[src/rtl/array_mult_sequencer.sv]
// Sequencer that forms a 2*HALF x 2*HALF unsigned product by stepping one shared
// HALF x HALF array multiplier through four partial products and accumulating them.
//
//   state | meaning
//   IDLE  | waiting for an operand pair, in_ready high, multiplier inputs parked at 0
//   MUL   | step 0..3 drives one nibble pair to the multiplier and accumulates mul_p
//   DONE  | product presented on result with out_valid until out_ready
module array_mult_sequencer #(
    parameter int HALF = 4
) (
    input  logic                clk,
    input  logic                rst,
    input  logic                in_valid,
    output logic                in_ready,
    input  logic [2*HALF-1:0]   in_a,
    input  logic [2*HALF-1:0]   in_b,
    output logic [HALF-1:0]     mul_a,
    output logic [HALF-1:0]     mul_b,
    input  logic [2*HALF-1:0]   mul_p,
    output logic                out_valid,
    input  logic                out_ready,
    output logic [4*HALF-1:0]   result,
    output logic [7:0]          op_count
);

    localparam int W  = 2 * HALF;
    localparam int PW = 4 * HALF;

    typedef enum logic [1:0] {
        IDLE = 2'd0,
        MUL  = 2'd1,
        DONE = 2'd2
    } state_t;

    state_t          state;
    state_t          state_next;
    logic [1:0]      step;
    logic [W-1:0]    a_reg;
    logic [W-1:0]    b_reg;
    logic [PW-1:0]   acc;
    logic [PW-1:0]   acc_next;
    logic [PW-1:0]   partial;
    logic [PW-1:0]   partial_shifted;

    // Weight of each partial product: lo*lo x1, cross terms x2^HALF, hi*hi x2^(2*HALF).
    always_comb begin
        partial         = {{(PW - W){1'b0}}, mul_p};
        partial_shifted = partial;
        case (step)
            2'd0:    partial_shifted = partial;
            2'd1:    partial_shifted = partial << HALF;
            2'd2:    partial_shifted = partial << HALF;
            default: partial_shifted = partial << W;
        endcase
        acc_next = acc + partial_shifted;
    end

    always_comb begin
        state_next = state;
        in_ready   = 1'b0;
        out_valid  = 1'b0;
        mul_a      = '0;
        mul_b      = '0;
        case (state)
            IDLE: begin
                in_ready = 1'b1;
                if (in_valid) begin
                    state_next = MUL;
                end
            end
            MUL: begin
                mul_a = step[0] ? a_reg[W-1:HALF] : a_reg[HALF-1:0];
                mul_b = step[1] ? b_reg[W-1:HALF] : b_reg[HALF-1:0];
                if (step == 2'd3) begin
                    state_next = DONE;
                end
            end
            DONE: begin
                out_valid = 1'b1;
                if (out_ready) begin
                    state_next = IDLE;
                end
            end
            default: state_next = IDLE;
        endcase
    end

    always_ff @(posedge clk) begin
        if (rst) begin
            state    <= IDLE;
            step     <= 2'd0;
            a_reg    <= '0;
            b_reg    <= '0;
            acc      <= '0;
            result   <= '0;
            op_count <= 8'd0;
        end else begin
            state <= state_next;
            case (state)
                IDLE: begin
                    if (in_valid) begin
                        a_reg <= in_a;
                        b_reg <= in_b;
                        acc   <= '0;
                        step  <= 2'd0;
                    end
                end
                MUL: begin
                    acc  <= acc_next;
                    step <= step + 2'd1;
                    if (step == 2'd3) begin
                        result <= acc_next;
                    end
                end
                DONE: begin
                    if (out_ready) begin
                        op_count <= op_count + 8'd1;
                    end
                end
                default: ;
            endcase
        end
    end

endmodule

[config.mk]
export PLATFORM = sky130hd
export DESIGN_NAME = array_mult_sequencer
export DESIGN_NICKNAME = d
export VERILOG_FILES = /design/src/rtl/array_mult_sequencer.sv
export SDC_FILE = /design/constraint.sdc
export NUM_CORES = 1
export LEC_CHECK = 0
export BUFFER_PORTS_ARGS = -buffer_cell sky130_fd_sc_hd__buf_4
export CAP_MARGIN = 15
export CORE_MARGIN = 3
export CORE_UTILIZATION = 35
export DETAILED_ROUTE_END_ITERATION = 7
export PLACE_DENSITY_LB_ADDON = 0.05
export SLEW_MARGIN = 20
export SYNTH_ARGS = -nofsm -noshare
export SYNTH_HDL_FRONTEND = slang
export SYNTH_SLANG_ARGS = --single-unit
[constraint.sdc]
create_clock -name clk -period 3.05 [get_ports clk]
set_input_delay 0.915 -clock clk [delete_from_list [all_inputs] [get_ports clk]]
set_output_delay 0.915 -clock clk [all_outputs]
set_load 0.02 [all_outputs]
* Word-level counts from Yosys, hierarchy flattened
Cells that the tools add are included.
** Storage, ports and cells
- Register bits after elaboration :: 60
- Input bits :: 28
- Output and inout port bits :: 34
- Word-level logic and storage cells :: 42
** Operators by class
- Add/sub/neg operators :: 3
- Equality and inequality tests :: 8
- Mux-type cells :: 15
- Reduce and logical (&&, ||, !) cells :: 9
** Operators with widths (count)
- $pmux W16 S2 :: 2
- $add A16 B16 Y16 :: 1
- $mux W16 :: 1
- $mux W4 :: 4
- $add A8 B1 Y8 const B :: 1
- $mux W2 :: 4
- $reduce_and A2 Y1 :: 4
- $eq A2 B2 Y1 const B :: 3
- $ne A2 B2 Y1 const B :: 3
- $pmux W2 S3 :: 1
- $eq A2 B1 Y1 const B :: 2
- $logic_not A2 Y1 :: 2
- $pmux W2 S2 :: 1
- $reduce_and A3 Y1 :: 1
- $add A2 B1 Y2 const B :: 1
- $mux W1 :: 2
- $reduce_bool A2 Y1 :: 1
- $reduce_or A2 Y1 :: 1

* Depth between registers and ports, before layout
Gate-level depths: netlist (run 1).
- Depth in word-level cells :: 5
- Mapped depth :: 13
- Depth with buffers taken out :: 11

* Worst setup path before layout (run 1)
OpenSTA, ideal clock, no wires.
- Path kind :: reg-to-reg
- Start point :: reg step[0]
- End point :: reg acc[12]
- Library setup time :: 0.117 ns
- Arrival :: 3.026 ns
- Required time :: 2.933 ns
- Path slack :: -0.093 ns
- Stages on the path, launching flop included :: 13
- Path buffers :: 1
- Cells stage by stage :: dfxtp_1 > clkbuf_1 > inv_1 > ha_1 > nor2b_1 > and2_1 > ha_1 > fa_1 > a21oi_1 > o211ai_2 > a31o_1 > or3_1 > a32o_1
** On the way
- Word-level cells in the longest chain between the ends :: 5
- Elaborated cells on any way between the ends :: 7
- Those cells by class :: add/sub: 1; eq/ne: 2; mux: 2; reduce/logical: 2
** RTL lines
- from (decl) :: line 37 : logic [1:0] step;
- from (signal assigned) :: line 110 : step <= step + 2'd1;
- $eq A2 B2 Y1 or $eq A2 B1 Y1 (tied branches) :: line 49 : case (step)
- $reduce_or A2 Y1 (no source line)
- $pmux W16 S2 (*) :: line 49
- $add A16 B16 Y16 (*) :: line 55 : acc_next = acc + partial_shifted;
- $pmux W16 S2 (*) :: line 99 : case (state)
- to (signal assigned) :: line 109 : acc <= acc_next;
- to (decl) :: line 40 : logic [PW-1:0] acc;
Every way passes the cells marked *; elsewhere a longest branch is shown, timed or not.
A chain may end at the register's enable or synchronous reset.

* Final worst setup path (run 1)
Ends and elaborated chain as after synthesis.

==> results of run 1 <==
final cells by class:
class | instances | area [um2]
sequential | 60 | 1200
tap | 129 | 161
fill | 990 | 4910
multi-input combinational | 333 | 2120
timing repair buffer | 93 | 698
inverter | 8 | 30.0
clock inverter | 6 | 111
clock buffer | 10 | 138
metal layers:
metal  up-vias  GRT usage, %  wire length, um
met3         8          3.83              504
met5         -             0                0
li1       1688             -                -
met1      1547          24.8             4770
met2        73          26.9             4190
met4         0          5.15               95
power groups by stage:
stage | clock [mW] | sequential, mW | combinational [mW]
after floorplan | 0 | 0.839 | 0.226
after global placement | 0 | 0.843 | 0.366
after detailed placement | 0 | 0.843 | 0.365
after CTS | 0.931 | 0.825 | 0.367
after global routing | 0.958 | 0.829 | 0.416
final | 0.904 | 0.825 | 0.377
cell usage after synthesis, drive strengths merged (2+ instances only):
cell,number,share of area (%)
nand2,73,8.0
dfxtp,60,35
a21oi,43,6.5
nor2,29,3.2
o21ai,22,3.2
clkbuf,20,2.2
nand3,19,2.8
ha,18,6.6
and2,10,1.8
mux2i,9,2.6
xor2,9,2.3
and3,8,1.5
buf,7,0.88
inv,7,0.77
nand4,7,1.3
nor3,7,1.3
a2111oi,6,2.1
a21o,6,1.4
o211ai,6,1.5
xnor2,6,1.5
a211o,4,1.0
a22oi,4,0.88
a31oi,4,0.73
a32o,4,1.2
o21a,4,0.88
a211oi,3,0.66
a311o,3,0.88
nand2b,3,0.55
nor2b,3,0.55
or2,3,0.55
or3,3,0.55
a31o,2,0.51
nand3b,2,0.44
nor4,2,0.37
kinds of logic after synthesis:
kind of cell / Yosys count
adders and majority gates: 19
muxes: 9
xor gates and xnor gates: 15
and+or+nand+nor: 171
AOI/OAI and AO/OA: 119
buffers and inverters: 35
DFF: 60
worst reg2reg max path, delay by kind of cell, from the launching register on:
kind	cells	cell delay, ns
AO/OA/AOI/OAI	4	0.87
adder cells (fa/ha/maj)	3	0.80
AND/OR/NAND/NOR	3	0.69
flip-flops	1	0.34
buffers and inverters	1	0.07
timing repair:
item,CTS,global route
setup endpoints to repair,0,7
gates resized for setup,0,8
setup buffers,0,0
metrics by stage:
stage                     power (mW)  utilization, %  hold WS (ns)  cells
after CTS                       2.12            47.2         0.458    639
after global routing            2.20            47.7         0.476    639
after global placement          1.21            44.5         0.443    623
after detailed placement        1.21            44.5         0.447    623
after floorplan                 1.06               -         0.432    428
final                           2.11            47.7         0.456    639
worst max path at each step:
stage	startpoint	to	slack, ns
6_report	step[0]$_SDFFE_PP0P_	acc[12]$_SDFFE_PP0P_	0.17
5_1_grt	step[0]$_SDFFE_PP0P_	result[10]$_SDFFE_PP0P_	0.04
2_1_floorplan	step[0]$_SDFFE_PP0P_	acc[12]$_SDFFE_PP0P_	0.01
4_1_cts	step[0]$_SDFFE_PP0P_	result[10]$_SDFFE_PP0P_	0.08
3_3_place_gp	mul_p[0]	result[10]$_SDFFE_PP0P_	-0.10
3_5_place_dp	mul_p[0]	result[10]$_SDFFE_PP0P_	-0.11
==> results.cfg, run 1 <==
[logic_synthesis]
synthMuxAreaShare_pct = 2.64
synth_area_um2 = 3420
synthSimpleGateAreaFrac_pct = 23.4
yosys.cell_types.count = 56
postSynthAreaPerCell_um2 = 7.99
synth_compound_area_share_pct = 23.9
yosysWarnings = 0
synth_top_family_by_area = compound AO/OA/AOI/OAI gates
ys_ff_latch = 60
synth_fa_ha_area_share_pct = 7.17
synth-edff-count = 0
async_flop_share_pct = 0
syn_inst = 428
synthFlopType = dfxtp_1
synth_fp_nets = 475
synth_xor_area_share_pct = 3.84
ys_seq_area_share_pct = 35.1

[hold_path]
min_from = a_reg[3]$_SDFFE_PP0P_
hold_end = a_reg[3]$_SDFFE_PP0P_
holdPathStages = 2
hp-class = flop to flop

[pwr]
p_comb_share_pct = 17.9
p_clk_share_pct = 42.9
leakagePower_nw = 1.90
power_switching_uw = 573
pwr-share-seq_pct = 39.2
ir_drop_v = 0.000234
power_density_nw_per_um2 = 472
swShare_pct = 27.2
internal_power_mw = 1.53

[timing]
tightest_slew_ns = 0.781
setup_violations = 0
slew_violations = 0
finalWorstSetupSlack_ns = 0.170
slew-limit-headroom_pct = 48.0
setup_tns_ns = 0
timing.final.crit_period_ns = 2.88
fmax_mhz = 347
rsz0062_at_grt = false
hold_viol = 0
finalCritPeriodShare_pct = 94.4
finClkSkew_ns = 0.0107

[clocking]
cts_inserted_buffers = 9
hold_buffers = 0
htree_levels = 3
cts_tree = yes
insertion_delay_ns = 0.34
cts.sink_count = 60
clockBufferDepth = 2
cts_root_buf = clkbuf_8
clk_pin_slew_ns = 0.07

[drt]
ant_nets = 0
wl_mm = 9.56
viasPerCell = 5.19
drc = 0
num_vias = 3316
dr.pass1.iters = 4
routedWlPerCell_um = 15.0
drtIter0Drc = 123

[die]
core_um2 = 9370
rows = 35
die_h_um = 105
initial_core_util_pct = 36.5
die-area_um2 = 11000
die_x_um = 105
io_pins = 62

[final_layout]
final_common_cell = buf_4
final_layout_size_suffix_gt1_share_pct = 25.3
fin_area_um2 = 4470
layout_common_cells = buf_4 (93), nand2_1 (73), dfxtp_1 (59)
top_regs = acc (16), result (16)
final_nets = 552
area_growth_pct = 30.6
diodes = 0

[placement]
io_buffers = 61
pre_cts_slack_ns = -0.108
dpl_cell_area_um2 = 4170
hpwl_mm = 7.00
gp_congestion = 0.866

[outcome]
status = complete, no violations

[global_route]
grt_max_degree = 40
grt_usage_pct = 17.6
grt_pass1_wl_mm = 15.6
grt_pass1_vias = 3139
antenna_found_initial = 0
grt_remaining_overflow = 0

[setup_path]
reg2reg_depth = 11
start_kind = flop
path_delay_family = compound AO/OA/AOI/OAI gates
cpMaxStageDelayCell = fa_1
critPathBufInv = 1
cp_max_fo = 5
cp_cell_sequence = inv_1 -> ha_2 -> nor2b_1 -> and2_1 -> ha_1 -> fa_1 -> a21oi_2 -> o211ai_2 -> a31o_1 -> or3_1 -> a32o_1
cp_num_cells = 11
timing.rr.end = acc[12]$_SDFFE_PP0P_
required_ns = 3.27
cpPeakStageDelay_ns = 0.41
crit_path_end_kind = flop
crit_type = flop to flop
r2r-start = step[0]$_SDFFE_PP0P_
worst-r2r-setup-slack_ns = 0.17
cp.arrival_ns = 3.10

[flow_run]
max_cap_violations = 0
No activity file was read; power rests on OpenSTA's default activity.
==> inputs of run 2 (changes only) <==
--- a/config.mk
+++ b/config.mk
@@ -10,7 +10,9 @@
 export CORE_MARGIN = 3
 export CORE_UTILIZATION = 35
 export DETAILED_ROUTE_END_ITERATION = 7
+export GPL_ROUTABILITY_DRIVEN = 0
 export PLACE_DENSITY_LB_ADDON = 0.05
+export REMOVE_ABC_BUFFERS = 1
 export SLEW_MARGIN = 20
 export SYNTH_ARGS = -nofsm -noshare
 export SYNTH_HDL_FRONTEND = slang
==> results.cfg, run 2 (synthesis results as in run 1) <==
[drt]
ant_nets = 0
drc = 0
routedWlPerCell_um = 15.5
num_vias = 3349
drtIter0Drc = 152
viasPerCell = 5.24
wl_mm = 9.93
dr.pass1.iters = 4

[timing]
tightest_slew_ns = 0.849
timing.final.crit_period_ns = 2.94
fmax_mhz = 341
hold_viol = 0
finClkSkew_ns = 0.00525
rsz0062_at_grt = false
setup_violations = 0
slew-limit-headroom_pct = 43.3
finalCritPeriodShare_pct = 96.2
slew_violations = 0

[die]
die_x_um = 105
core_um2 = 9370
die-area_um2 = 11000
initial_core_util_pct = 36.5
rows = 35
io_pins = 62
die_h_um = 105

[outcome]
status = complete, no violations

[hold_path]
min_from = a_reg[2]$_SDFFE_PP0P_
hold_end = a_reg[2]$_SDFFE_PP0P_
holdPathStages = 2
hp-class = flop to flop

[setup_path]
crit_path_end_kind = flop
required_ns = 3.29
cpMaxStageDelayCell = fa_1
cp_cell_sequence = inv_1 -> ha_2 -> nor2b_2 -> and2_1 -> ha_1 -> fa_1 -> a21oi_2 -> o211ai_4 -> a31o_4 -> or3_1 -> a32o_1
critPathBufInv = 1
r2r-start = step[0]$_SDFFE_PP0P_
timing.rr.end = acc[12]$_SDFFE_PP0P_
path_delay_family = compound AO/OA/AOI/OAI gates
worst-r2r-setup-slack_ns = 0.11
start_kind = flop
crit_type = flop to flop
cp.arrival_ns = 3.17
cp_max_fo = 5
cpPeakStageDelay_ns = 0.42
reg2reg_depth = 11

[pwr]
power_density_nw_per_um2 = 451
leakagePower_nw = 1.89
ir_drop_v = 0.000185
total_power_mw = 2.01

[global_route]
grt_max_degree = 28
grt_remaining_overflow = 0
grt_pass1_vias = 3288
grt_usage_pct = 18.1
grt_pass1_wl_mm = 16.2
antenna_found_initial = 0

[clocking]
cts_setup_buffers = 0
insertion_delay_ns = 0.34
clockBufferDepth = 2
cts_inserted_buffers = 9
clk_pin_slew_ns = 0.07
cts.sink_count = 60
cts_tree = yes
cts_root_buf = clkbuf_8
htree_levels = 3

[final_layout]
final_layout_size_suffix_gt1_share_pct = 25.1
layout_common_cells = buf_4 (93), nand2_1 (73), dfxtp_1 (60)
final_common_cell = buf_4
fillers = 991
final_cells = 639
multiInputGateArea_um2 = 2140
ff_latch_area_um2 = 1200
area_growth_pct = 30.2
final_nets = 552
diodes = 0
fin_area_um2 = 4450
top_regs = acc (16), result (16)

[placement]
dp.cells = 623
hpwl_mm = 7.29
io_buffers = 61
dpl_cell_area_um2 = 4170

[flow_run]
max_cap_violations = 0
## run 2: layout make-up
type,instances,area share (%)
flip-flops and latches,60,27.0
well taps,129,3.63
inverters,8,0.675
clock inverters,6,1.97
repair buffers,93,15.7
multi-input cells,333,48.2
clock buffers,10,2.87
## run 2: power by group
| group | leakage, nW | internal, mW | switching (mW) |
|---|---|---|---|
| Clock | 0.111 | 0.462 | 0.346 |
| Combinational | 1.29 | 0.156 | 0.217 |
| Sequential | 0.487 | 0.809 | 0.0151 |
## run 2: layer usage
metal | vias up | GRT usage [%] | share of wire [%]
met1 | 1587 | 23.3 | 47
met3 | 8 | 3.15 | 4.1
li1 | 1692 | - | -
met2 | 62 | 30.1 | 48
met5 | - | 0 | 0
met4 | 0 | 6.75 | 1.1
## run 2: what timing repair did
| item | CTS | global route |
|---|---|---|
| setup endpoints to repair | 0 | 5 |
| endpoints found under the hold margin | 0 | 0 |
| resized for setup | 0 | 12 |
| hold buffers | 0 | 0 |
## run 2: how the worst max path moves through the flow
stage,to,from,depth (start not counted)
detailed placement,acc[12]$_SDFFE_PP0P_,mul_p[0],9
global route,acc[12]$_SDFFE_PP0P_,step[0]$_SDFFE_PP0P_,11
floorplan,acc[12]$_SDFFE_PP0P_,step[1]$_SDFFE_PP0P_,10
CTS,acc[12]$_SDFFE_PP0P_,step[0]$_SDFFE_PP0P_,11
finish,acc[12]$_SDFFE_PP0P_,step[0]$_SDFFE_PP0P_,11
global placement,acc[12]$_SDFFE_PP0P_,mul_p[0],9
## run 2: per-stage QoR
stage / hold WS [ns] / setup WS [ns] / util, % / TNS (ns)
final: 0.456 / 0.115 / 47.5 / 0
after global routing: 0.472 / 0.00898 / 47.5 / 0
after CTS: 0.456 / 0.0335 / 46.8 / 0
after detailed placement: 0.447 / -0.170 / 44.5 / -0.534
after global placement: 0.442 / -0.139 / 44.5 / -0.385
after floorplan: 0.430 / -0.0843 / - / -0.212
## run 2: worst min-delay path, delay by kind of cell (launching register included)
kind            cells  cell delay [ns]
flops               1             0.31
compound gates      1             0.05
simple gates        1             0.05
==> inputs of run 3 (changes only) <==
--- a/config.mk
+++ b/config.mk
@@ -9,6 +9,7 @@
 export CAP_MARGIN = 15
 export CORE_MARGIN = 3
 export CORE_UTILIZATION = 35
+export CTS_BUF_LIST = sky130_fd_sc_hd__clkbuf_4
 export DETAILED_ROUTE_END_ITERATION = 7
 export GPL_ROUTABILITY_DRIVEN = 0
 export PLACE_DENSITY_LB_ADDON = 0.05
==> constraint.sdc (replaced) <==
create_clock -name clk -period 3.05 [get_ports clk]
set_input_delay 0.1525 -clock clk [delete_from_list [all_inputs] [get_ports clk]]
set_output_delay 0.1525 -clock clk [all_outputs]
set_load 0.02 [all_outputs]
==> results.cfg, run 3 (synthesis results as in run 1) <==
[placement]
pre_cts_slack_ns = -0.0180
dpl_cell_area_um2 = 4040
io_buffers = 61
hpwl_mm = 6.89
dp.cells = 604

[drt]
dr_wl_met2_mm = 4.57
wl_mm = 9.73
dr.pass1.iters = 4
ant_nets = 0
wl_met3_um = 350
drtIter0Drc = 147
wl_met1_mm = 4.65
highest_layer = met4
routedWlPerCell_um = 15.3
viasPerCell = 5.23
drc = 0
num_vias = 3327

[setup_path]
crit_path_end_kind = flop
worst-r2r-setup-slack_ns = 0.18
crit_type = flop to flop
timing.rr.end = acc[12]$_SDFFE_PP0P_
cp.arrival_ns = 3.16
start_kind = flop
required_ns = 3.34
cp_max_fo = 4
r2r-start = step[0]$_SDFFE_PP0P_
reg2reg_depth = 11

[final_layout]
diodes = 0
top_regs = acc (16), result (16)
layout_common_cells = buf_4 (74), nand2_1 (73), dfxtp_1 (60)
area_growth_pct = 29.3
final_nets = 550
final_common_cell = buf_4
final_cells = 636
ff_latch_area_um2 = 1200
fin_util_pct = 47.2
fillers = 963
final_layout_size_suffix_gt1_share_pct = 20.9
multiInputGateArea_um2 = 2140
fin_area_um2 = 4420

[timing]
hold_viol = 0
timing.final.crit_period_ns = 2.87
tightest_slew_ns = 0.823
fmax_mhz = 348
finalWorstSetupSlack_ns = 0.177
finClkSkew_ns = 0.0151
setup_tns_ns = 0
slew-limit-headroom_pct = 45.1
setup_violations = 0
slew_violations = 0
finalCritPeriodShare_pct = 94.2
whs_ns = 0.0291

[global_route]
grt_usage_pct = 18.0
grt_remaining_overflow = 0
grt_pass1_wl_mm = 16.2
grt_pass1_vias = 3302
antenna_found_initial = 0
grt_max_degree = 31

[clocking]
htree_levels = 3
clockBufferDepth = 2
clk_pin_slew_ns = 0.12
cts.sink_count = 60
cts_root_buf = clkbuf_4
cts_tree = yes
cts_inserted_buffers = 9
insertion_delay_ns = 0.40

[outcome]
status = complete, no violations

[flow_run]
max_cap_violations = 0

[hold_path]
min_from = out_ready
hp-class = input pin to flop
hold_end = state[1]$_SDFFE_PP0P_
holdPathStages = 3

[pwr]
power_density_nw_per_um2 = 412
leakagePower_nw = 1.84
ir_drop_v = 0.000211
total_power_mw = 1.82

[die]
die_h_um = 105
die_x_um = 105
rows = 35
core_um2 = 9370
initial_core_util_pct = 36.5
io_pins = 62
die-area_um2 = 11000
run 3: cell types whose count changed in the layout (fill, tap and decap cells not counted), sizes merged:
cell,before,now
clkinv,4,5
inv,8,7
clkbuf,10,9
dlygate4sd3,0,16
buf,93,75
run 3: layout make-up:
type                    instances  area share (%)
multi-input cells             333            48.5
flip-flops and latches         60            27.2
repair buffers                 91            16.6
well taps                     129            3.65
clock inverters                 6            1.81
clock buffers                   9            1.53
inverters                       8           0.680
run 3: critical path, cell delays in order, from the launching register on:
cell	delay [ns]
dfxtp_1	0.37
inv_1	0.10
ha_4	0.17
nor2b_1	0.14
and2_1	0.16
ha_1	0.22
fa_2	0.38
a21oi_2	0.22
o211ai_4	0.15
a31o_1	0.27
or3_1	0.35
a32o_1	0.24
run 3: worst max-delay path by stage:
stage,depth (start not counted),startpoint,to,slack (ns)
global placement,11,step[0]$_SDFFE_PP0P_,result[10]$_SDFFE_PP0P_,0.07
CTS,11,step[0]$_SDFFE_PP0P_,acc[12]$_SDFFE_PP0P_,0.04
global route,10,step[0]$_SDFFE_PP0P_,acc[12]$_SDFFE_PP0P_,-0.004
detailed placement,11,step[0]$_SDFFE_PP0P_,acc[10]$_SDFFE_PP0P_,-0.02
floorplan,10,step[1]$_SDFFE_PP0P_,acc[12]$_SDFFE_PP0P_,-0.08
finish,11,step[0]$_SDFFE_PP0P_,acc[12]$_SDFFE_PP0P_,0.18
run 3: layer usage:
| layer | global-route usage [%] | vias up |
|---|---|---|
| met5 | 0 | - |
| met4 | 5.06 | 0 |
| met3 | 3.71 | 13 |
| met2 | 29.8 | 79 |
| met1 | 23.8 | 1549 |
| li1 | - | 1686 |
run 3: power by group:
| part | total [mW] | switching, mW | internal (mW) |
|---|---|---|---|
| Combinational | 0.365 | 0.213 | 0.152 |
| Clock | 0.630 | 0.308 | 0.322 |
| Sequential | 0.826 | 0.0161 | 0.809 |
run 3: what timing repair did:
action                                  4_1_cts  5_1_grt
endpoints found under the hold margin        16        0
endpoints found under the setup margin        3       10
setup buffers                                 0        1
pin swaps                                     0        2
gates cloned                                  0        0
hold buffers                                 16        0
gates resized for setup                       2        9
